File: config.mk
export PLATFORM = sky130hd
export DESIGN_NAME = alu_reservation_station
export DESIGN_NICKNAME = d
export VERILOG_FILES = /design/src/rtl/alu_reservation_station.sv
export SDC_FILE = /design/constraint.sdc
export NUM_CORES = 1
export LEC_CHECK = 0
export BUFFER_PORTS_ARGS = -buffer_cell sky130_fd_sc_hd__buf_4
export CORE_AREA = 4 4 170 172
export CTS_BUF_LIST = sky130_fd_sc_hd__clkbuf_4
export DETAILED_ROUTE_END_ITERATION = 10
export DIE_AREA = 0 0 174 176
export PLACE_DENSITY = 0.76
export SYNTH_ARGS = -nofsm -noshare
export SYNTH_HDL_FRONTEND = slang
export SYNTH_SLANG_ARGS = --single-unit
File: constraint.sdc
create_clock -name CLK -period 17.37 [get_ports CLK]
set_clock_uncertainty 0.1 [all_clocks]
set_input_delay 1.737 -clock CLK [delete_from_list [all_inputs] [get_ports CLK]]
set_output_delay 1.737 -clock CLK [all_outputs]
set_load 0.1 [all_outputs]
File: src/rtl/alu_reservation_station.sv
// Reservation station for one ALU: age-ordered compacting queue, writeback tag wakeup, oldest-ready issue.
// Optional feature macro ALU_RS_STALL_CNT_EN adds a saturating stall_count output.
// dispatch_struct layout [47:0]: op[47:44] itype[43] src0_tag[42:37] src0_needed[36] src0_ready[35]
//   src1_tag[34:29] src1_needed[28] src1_ready[27] dest_tag[26:21] imm16[20:5] ROB_index[4:0]
module alu_reservation_station #(
    parameter int RS_DEPTH     = 4,
    parameter int WAKEUP_PORTS = 3
) (
    input  logic                      CLK,
    input  logic                      RST,
    input  logic                      dispatch_valid,
    input  logic [47:0]               dispatch_struct,
    output logic                      dispatch_ready,
    input  logic [WAKEUP_PORTS-1:0]   wakeup_valid,
    input  logic [WAKEUP_PORTS*6-1:0] wakeup_phys_reg_tag,
    input  logic                      kill_valid,
    input  logic [4:0]                kill_ROB_index,
    input  logic [4:0]                ROB_head_index,
    output logic                      issue_valid,
    input  logic                      issue_ready,
    output logic [3:0]                issue_op,
    output logic                      issue_itype,
    output logic [5:0]                issue_source_0_phys_reg_tag,
    output logic [5:0]                issue_source_1_phys_reg_tag,
    output logic [5:0]                issue_dest_phys_reg_tag,
    output logic [15:0]               issue_imm16,
    output logic [4:0]                issue_ROB_index
`ifdef ALU_RS_STALL_CNT_EN
    ,
    output logic [31:0]               stall_count
`endif
);

    localparam int IW = (RS_DEPTH > 1) ? $clog2(RS_DEPTH) : 1;
    localparam int CW = $clog2(RS_DEPTH + 1);
    localparam logic [CW-1:0] DEPTH_C = CW'(RS_DEPTH);

    localparam int S0_TAG = 37;
    localparam int S0_NEED = 36;
    localparam int S0_RDY = 35;
    localparam int S1_TAG = 29;
    localparam int S1_NEED = 28;
    localparam int S1_RDY = 27;

    function automatic logic tag_woken(input logic [5:0] tag,
                                       input logic [WAKEUP_PORTS-1:0] wv,
                                       input logic [WAKEUP_PORTS*6-1:0] wt);
        logic hit;
        hit = 1'b0;
        for (int p = 0; p < WAKEUP_PORTS; p++) begin
            if (wv[p] && (wt[p*6 +: 6] == tag)) hit = 1'b1;
        end
        return hit;
    endfunction

    function automatic logic [47:0] wake_entry(input logic [47:0] e,
                                               input logic [WAKEUP_PORTS-1:0] wv,
                                               input logic [WAKEUP_PORTS*6-1:0] wt);
        logic [47:0] r;
        r = e;
        r[S0_RDY] = e[S0_RDY] | (e[S0_NEED] & tag_woken(e[S0_TAG +: 6], wv, wt));
        r[S1_RDY] = e[S1_RDY] | (e[S1_NEED] & tag_woken(e[S1_TAG +: 6], wv, wt));
        return r;
    endfunction

    function automatic logic entry_ok(input logic [47:0] e);
        return (~e[S0_NEED] | e[S0_RDY]) & (~e[S1_NEED] | e[S1_RDY]);
    endfunction

    // ROB indices wrap at 32, so age is measured as distance from the head
    function automatic logic [4:0] age(input logic [4:0] x, input logic [4:0] head);
        return x - head;
    endfunction

    logic [47:0]         ent_q [RS_DEPTH];
    logic [47:0]         ent_n [RS_DEPTH];
    logic [RS_DEPTH-1:0] vld_q, vld_n;
    logic [CW-1:0]       count_q, count_n;
    logic                hold_q, hold_n;
    logic [IW-1:0]       hold_idx_q;
    logic [RS_DEPTH-1:0] elig, kill_hit;
    logic                sel_found, fire, enq;
    logic [IW-1:0]       sel;
    logic [CW-1:0]       wp;

    always_comb begin
        for (int i = 0; i < RS_DEPTH; i++) begin
            elig[i]     = vld_q[i] & entry_ok(ent_q[i]);
            kill_hit[i] = kill_valid &
                          (age(ent_q[i][4:0], ROB_head_index) > age(kill_ROB_index, ROB_head_index));
        end
    end

    // A stalled issue keeps its entry even if an older one wakes meanwhile
    always_comb begin
        sel_found = 1'b0;
        sel       = '0;
        if (hold_q && elig[hold_idx_q]) begin
            sel_found = 1'b1;
            sel       = hold_idx_q;
        end else begin
            for (int i = RS_DEPTH - 1; i >= 0; i--) begin
                if (elig[i]) begin
                    sel_found = 1'b1;
                    sel       = IW'(i);
                end
            end
        end
    end

    assign issue_valid                 = sel_found;
    assign issue_op                    = sel_found ? ent_q[sel][47:44]      : '0;
    assign issue_itype                 = sel_found ? ent_q[sel][43]         : 1'b0;
    assign issue_source_0_phys_reg_tag = sel_found ? ent_q[sel][S0_TAG +: 6] : '0;
    assign issue_source_1_phys_reg_tag = sel_found ? ent_q[sel][S1_TAG +: 6] : '0;
    assign issue_dest_phys_reg_tag     = sel_found ? ent_q[sel][26:21]      : '0;
    assign issue_imm16                 = sel_found ? ent_q[sel][20:5]       : '0;
    assign issue_ROB_index             = sel_found ? ent_q[sel][4:0]        : '0;

    assign fire           = sel_found & issue_ready;
    assign dispatch_ready = (count_q < DEPTH_C) & ~kill_valid;
    assign enq            = dispatch_valid & dispatch_ready;
    assign hold_n         = sel_found & ~issue_ready & ~kill_hit[sel];

    // Survivors slide down in order; the new entry lands right after them
    always_comb begin
        wp    = '0;
        vld_n = '0;
        for (int i = 0; i < RS_DEPTH; i++) ent_n[i] = ent_q[i];
        for (int i = 0; i < RS_DEPTH; i++) begin
            if (vld_q[i] && !(fire && (sel == IW'(i))) && !kill_hit[i]) begin
                ent_n[wp[IW-1:0]] = wake_entry(ent_q[i], wakeup_valid, wakeup_phys_reg_tag);
                vld_n[wp[IW-1:0]] = 1'b1;
                wp = wp + CW'(1);
            end
        end
        if (enq) begin
            ent_n[wp[IW-1:0]] = wake_entry(dispatch_struct, wakeup_valid, wakeup_phys_reg_tag);
            vld_n[wp[IW-1:0]] = 1'b1;
            wp = wp + CW'(1);
        end
        count_n = wp;
    end

    // Stage boundary: control state
    always_ff @(posedge CLK or posedge RST) begin
        if (RST) begin
            vld_q      <= '0;
            count_q    <= '0;
            hold_q     <= 1'b0;
            hold_idx_q <= '0;
        end else begin
            vld_q      <= vld_n;
            count_q    <= count_n;
            hold_q     <= hold_n;
            hold_idx_q <= sel;
        end
    end

    // Stage boundary: entry payload, qualified by vld_q
    always_ff @(posedge CLK) begin
        for (int i = 0; i < RS_DEPTH; i++) ent_q[i] <= ent_n[i];
    end

`ifdef ALU_RS_STALL_CNT_EN
    function automatic logic [31:0] sat_inc32(input logic [31:0] v);
        return (v == 32'hFFFF_FFFF) ? v : v + 32'd1;
    endfunction

    always_ff @(posedge CLK or posedge RST) begin
        if (RST) begin
            stall_count <= '0;
        end else if (dispatch_valid && !dispatch_ready) begin
            stall_count <= sat_inc32(stall_count);
        end
    end
`endif

endmodule
# Word-level counts from Yosys, hierarchy flattened
# Memories as Yosys holds them, arrays and structs flattened.
# Index checks and enable logic that the tools add are counted.
# word_totals
wordCells	290
input_bits	84
ramBits	192
n_memories	1
ff_bits	10
# mem_list
memory	depth	word_bits	read_ports	rd_ports_with_merged_regs	wr	line_no	text
ent_q	4	48	5	0	4	75	logic [47:0] ent_q [RS_DEPTH];
# op_classes
mux	96
n_bitwise	64
reduce_logical	60
magnitude_cmp	23
eq_ne	33
addsub	9
# op_table
operator	n
bitwise mux 192 bit	4
2-to-1 mux 192 bit	4
demux 48 bit (select 2 bit)	4
2-to-1 mux 48 bit	4
equality test 6 bit	30
2-to-1 mux 1 bit	54
logical AND 1 bit	51
2-to-1 mux 36 bit	1
bitwise AND 1 bit	27
subtractor 5 bit	5
greater-than comparator 5 bit	4
2-to-1 mux 4 bit	5
< comparator 2 x 3 -> 1 bit, second input constant	6
2-to-1 mux 6 bit	3
bitwise OR 1 bit	18
2-to-1 mux 16 bit	1
adder 3 x 1 -> 3 bit, second input constant	4
greater-or-equal comparator 3 bit, second input constant	4
< comparator 3 x 1 -> 1 bit, second input constant	4
2-to-1 mux 3 bit	4
inverter 2 -> 3 bit	4
bitwise OR 4 bit	3
inverter 1 bit	11
2-to-1 mux 2 bit	5
other kinds (10)	25

# Depth between registers and ports, before layout
# An unclocked memory read counts as a cell.
# logic_depth
depth_word	29
ltp_mapped	30

# Least setup slack after synthesis
# No wires, ideal clock.
# synth_path
kind	input -> register
start	input kill_ROB_index[0]
end	memory ent_q[2][10]
setup_time_ns	0.121
setup_slack_ns	10.169
stages	26
t_arrival_ns	6.981
cell_sequence	buf_2 inv_1 ha_1 inv_1 fa_1 a21o_1 a21oi_1 xnor2_1 ha_1 o21ai_0 a2111oi_0 a31o_2 nor3b_1 nand2_1 ha_1 clkbuf_1 inv_1 clkbuf_1 clkbuf_1 xnor2_1 inv_1 ha_1 o211ai_1 clkbuf_1 mux2_2 mux2_2
# synth_rtl
element	line_no	text
from (decl)	17	input logic [4:0] kill_ROB_index,
to (decl)	75	

==> flow_summary_export.csv <==
group,metric,value,unit
status,run_status,"complete, no violations",
placement,gp_congestion,0.954,
cells_and_area,postLayoutCoreUtil,0.631,
drt,num_vias,14800,
drt,initialDrtViolationCount,1659,
synthesis,synth-edff-count,0,
critical_path,timing.critical_path.to_type,"flop",
placement,placement.setup.worst_slack,8.86,ns
cells_and_area,n_fill_cell,2351,
synthesis,synth_top_cell_by_area,"sky130_fd_sc_hd__mux2_2",
clocking,post-cts-setup-buffers,0,
sta,fin_setup_tns,0,ns
global_route,grt_start_max_net_pins,93,
global_route,grt.met1_usage,0.416,
clocking,cts_resized,0,
synthesis,syn_nets,1971,
sta,post-route-min-period,7.98,ns
floorplanning,initial_utilization,0.588,
clocking,cts_tree,"yes",
placement,dp.cells,2140,
clocking,clk_path_buf_depth,2,
global_route,grt_busiest_layer,"met2",
sta,relSlewSlack,0.216,
drt,wl_per_cell,23.3,um
sta,timing_worst_slew_pin_value,1.17,ns
synthesis,ys_ff_latch,200,
floorplanning,io-pin-count,130,
placement,detailed_place_hpwl,31800,um
clocking,cts_hold_repair.buffers,0,
min_path,holdPathStages,3,
sta,final_critical_path_setup_slack,9.39,ns
global_route,grt_first_pass_wirelength,78700,um
clocking,cts-buffers-inserted,17,
drt,route.detailed.vias_per_inst,6.80,
synthesis,synth_commonest_cells,"sky130_fd_sc_hd__mux2_2, sky130_fd_sc_hd__dfxtp_1, sky130_fd_sc_hd__o21ai_0",
synthesis,synth_seq_area_share,0.250,
sta,timing.fmax,0.125,GHz
run,maxCapViolCount,0,
clocking,clkLatencyLatePin,0.63,ns
cells_and_area,synthToLayoutAreaGrowth,7.28,%
synthesis,postSynth.topFlopCell,"sky130_fd_sc_hd__dfxtp_1",
critical_path,rr_worst_depth,19,
power,power,0.00314,W
floorplanning,chipWidth,174,um
clocking,cts-root-buf,"sky130_fd_sc_hd__clkbuf_4",
min_path,hp-class,"reg -> reg",
drt,totalWireLength,50700,um
floorplanning,rows,61,
synthesis,netlist_area_pre_place,0.0162,mm^2
critical_path,critical_path.startpoint_type,"primary input",
critical_path,critPathRequiredTime,17.79,ns
sta,final-hold-violation-count,0,
critical_path,critical_path_arrival,8.40,ns
sta,rsz_0062_raised_after_global_routing,"false",
global_route,grtUsageTotal,0.318,
placement,place.port_buffers,129,
global_route,grt_overflow,0,
sta,count_of_pins_over_their_slew_limit,0,
cells_and_area,post_layout_nonfiller_instances,2174,
global_route,antenna_found_initial,2,
clocking,h-tree-depth,4,
clocking,post_cts_clock_slew_at_the_launch_and_capture_registers_of_the_worst_setup_and_hold_paths,0.17,ns
global_route,grt_pass1_vias,14400,
floorplanning,die_h,176,um
power,ir_worst_vdd,0.179,mV
cells_and_area,final_layout_size_suffix_gt1_frac,0.311,
drt,route.antenna.remaining_nets,0,
critical_path,critical_path.max_fanout,52,
drt,drtPass1Iterations,6,
synthesis,postSynthCellCount,1844,
floorplanning,floorplan_die_area,0.0306,mm^2
clocking,clock-sinks,200,
global_route,groute.layer.met3.usage,0.0493,
synthesis,synthesis.yosys.warnings,0,
power,power_leakage,7.17,nW
power,power_density,181,mW/mm^2
cells_and_area,final_nets,1940,
synthesis,synth_largest_type_area_fraction,0.244,
synthesis,most_used_standard_cell_by_instance_count_after_synthesis,"sky130_fd_sc_hd__mux2_2",
synthesis,synth_async_sr_flop_share,0.0400,
sta,setup_viol,0,
drt,drc_errors,0,
synthesis,synth.top_cells.by_area,"sky130_fd_sc_hd__mux2_2, sky130_fd_sc_hd__dfxtp_1, sky130_fd_sc_hd__xnor2_1",
synthesis,synth_cell_types,79,
critical_path,path_class,"in -> reg",
synthesis,synthesis.area_per_instance,8.76,um^2
sta,final_clock_period_utilization_by_the_worst_path,0.459,
floorplanning,core_area,0.0275,mm^2
global_route,grtUsageMet2,0.516,
-- flip-flops by register name, summed over array words and instances (netlist names) --
register    flops
count_q         1
ent_q         192
hold_idx_q      2
hold_q          1
vld_q           4
-- per-layer routing --
metal / vias up / wire [um]
li1: 6657 / -
met4: 2 / 2220
met1: 7102 / 20400
met5: - / 13
met3: 192 / 4760
met2: 831 / 23300
-- area by class of cell --
| class | count | area [um^2] | share of cell area |
|---|---|---|---|
| antenna | 2 | 5.00 | 0.000289 |
| clock buffer | 18 | 135 | 0.00780 |
| clock inverter | 14 | 200 | 0.0116 |
| inverter | 29 | 109 | 0.00628 |
| multi-input combinational | 1409 | 11200 | 0.648 |
| sequential | 200 | 4040 | 0.233 |
| tap | 346 | 433 | 0.0250 |
| timing repair buffer | 156 | 1170 | 0.0676 |
-- report_power, final --
part / leakage, nW / switching (W) / internal, W
Clock: 0.172 / 0.000194 / 0.0000854
Sequential: 1.70 / 0.000240 / 0.000644
Combinational: 5.29 / 0.00123 / 0.000742
Total: 7.17 / 0.00167 / 0.00147
-- layout by cell type, fill, tap and decap left out, types with 7 or more instances in the layout --
master,n
sky130_fd_sc_hd__mux2_2,350
sky130_fd_sc_hd__dfxtp_1,192
sky130_fd_sc_hd__buf_4,156
sky130_fd_sc_hd__o21ai_0,151
sky130_fd_sc_hd__a21oi_1,108
sky130_fd_sc_hd__xnor2_1,104
sky130_fd_sc_hd__nor2_1,100
sky130_fd_sc_hd__xor2_1,97
sky130_fd_sc_hd__nand2_1,66
sky130_fd_sc_hd__nand3_1,51
sky130_fd_sc_hd__a31oi_1,48
sky130_fd_sc_hd__a222oi_1,44
sky130_fd_sc_hd__ha_1,37
sky130_fd_sc_hd__nand4_1,35
sky130_fd_sc_hd__nor4_1,31
sky130_fd_sc_hd__inv_1,28
sky130_fd_sc_hd__clkbuf_4,18
sky130_fd_sc_hd__nand2b_1,16
sky130_fd_sc_hd__mux2_1,16
sky130_fd_sc_hd__o211ai_1,13
sky130_fd_sc_hd__mux2i_1,12
sky130_fd_sc_hd__a21o_1,10
sky130_fd_sc_hd__o31ai_1,9
sky130_fd_sc_hd__nor3_1,8
sky130_fd_sc_hd__dfrtp_1,8
sky130_fd_sc_hd__or3_1,7
-- final timing paths --
kind,slack [ns],start,end
setup / recovery,9.39,kill_ROB_index[0],ent_q[2][37]
hold / removal,0.57,ent_q[3][27],ent_q[3][27]
setup reg to reg,10.42,ent_q[0][0],ent_q[2][37]
hold reg to reg,0.57,ent_q[3][27],ent_q[3][27]
max in group asynchronous,15.98,RST,count_q[2]
min in group asynchronous,0.95,RST,vld_q[3]
-- cell families (layout without fill, tap and decap cells) --
kind of cell             count (synthesis)  in the layout  share of synthesized area
adder cells (fa/ha/maj)                 46             46                     0.0375
AO/OA/AOI/OAI                          434            434                      0.167
buffers and inverters                  235            217                     0.0613
AND/OR/NAND/NOR                        348            348                      0.110
flip-flops                             200            200                      0.250
other                                    0              2                          0
multiplexers                           379            379                      0.263
XOR/XNOR                               202            202                      0.110
-- critical path: stages --
cell and delay, ns:
sky130_fd_sc_hd__buf_4 0.14, sky130_fd_sc_hd__inv_1 0.05, sky130_fd_sc_hd__ha_1 0.16, sky130_fd_sc_hd__inv_1 0.06
sky130_fd_sc_hd__fa_1 0.40, sky130_fd_sc_hd__a21o_1 0.17, sky130_fd_sc_hd__a21oi_1 0.19, sky130_fd_sc_hd__xnor2_1 0.26
sky130_fd_sc_hd__ha_1 0.33, sky130_fd_sc_hd__o21ai_0 0.24, sky130_fd_sc_hd__a2111oi_0 0.12, sky130_fd_sc_hd__a31o_2 0.26
sky130_fd_sc_hd__nor3b_1 0.44, sky130_fd_sc_hd__nand2_1 0.26, sky130_fd_sc_hd__ha_2 0.39, sky130_fd_sc_hd__buf_4 0.60
sky130_fd_sc_hd__xnor3_1 0.59, sky130_fd_sc_hd__nand4b_1 0.95, sky130_fd_sc_hd__buf_4 0.67, sky130_fd_sc_hd__mux2_2 0.34
-- metrics by stage --
stage / hold slack, ns / area [um^2]
2_1_floorplan: 0.477 / 16200
3_3_place_gp: 0.514 / 17000
3_5_place_dp: 0.528 / 17000
4_1_cts: 0.566 / 17300
5_1_grt: 0.622 / 17300
6_report: 0.568 / 17300
(Power assumes the default switching activity.)
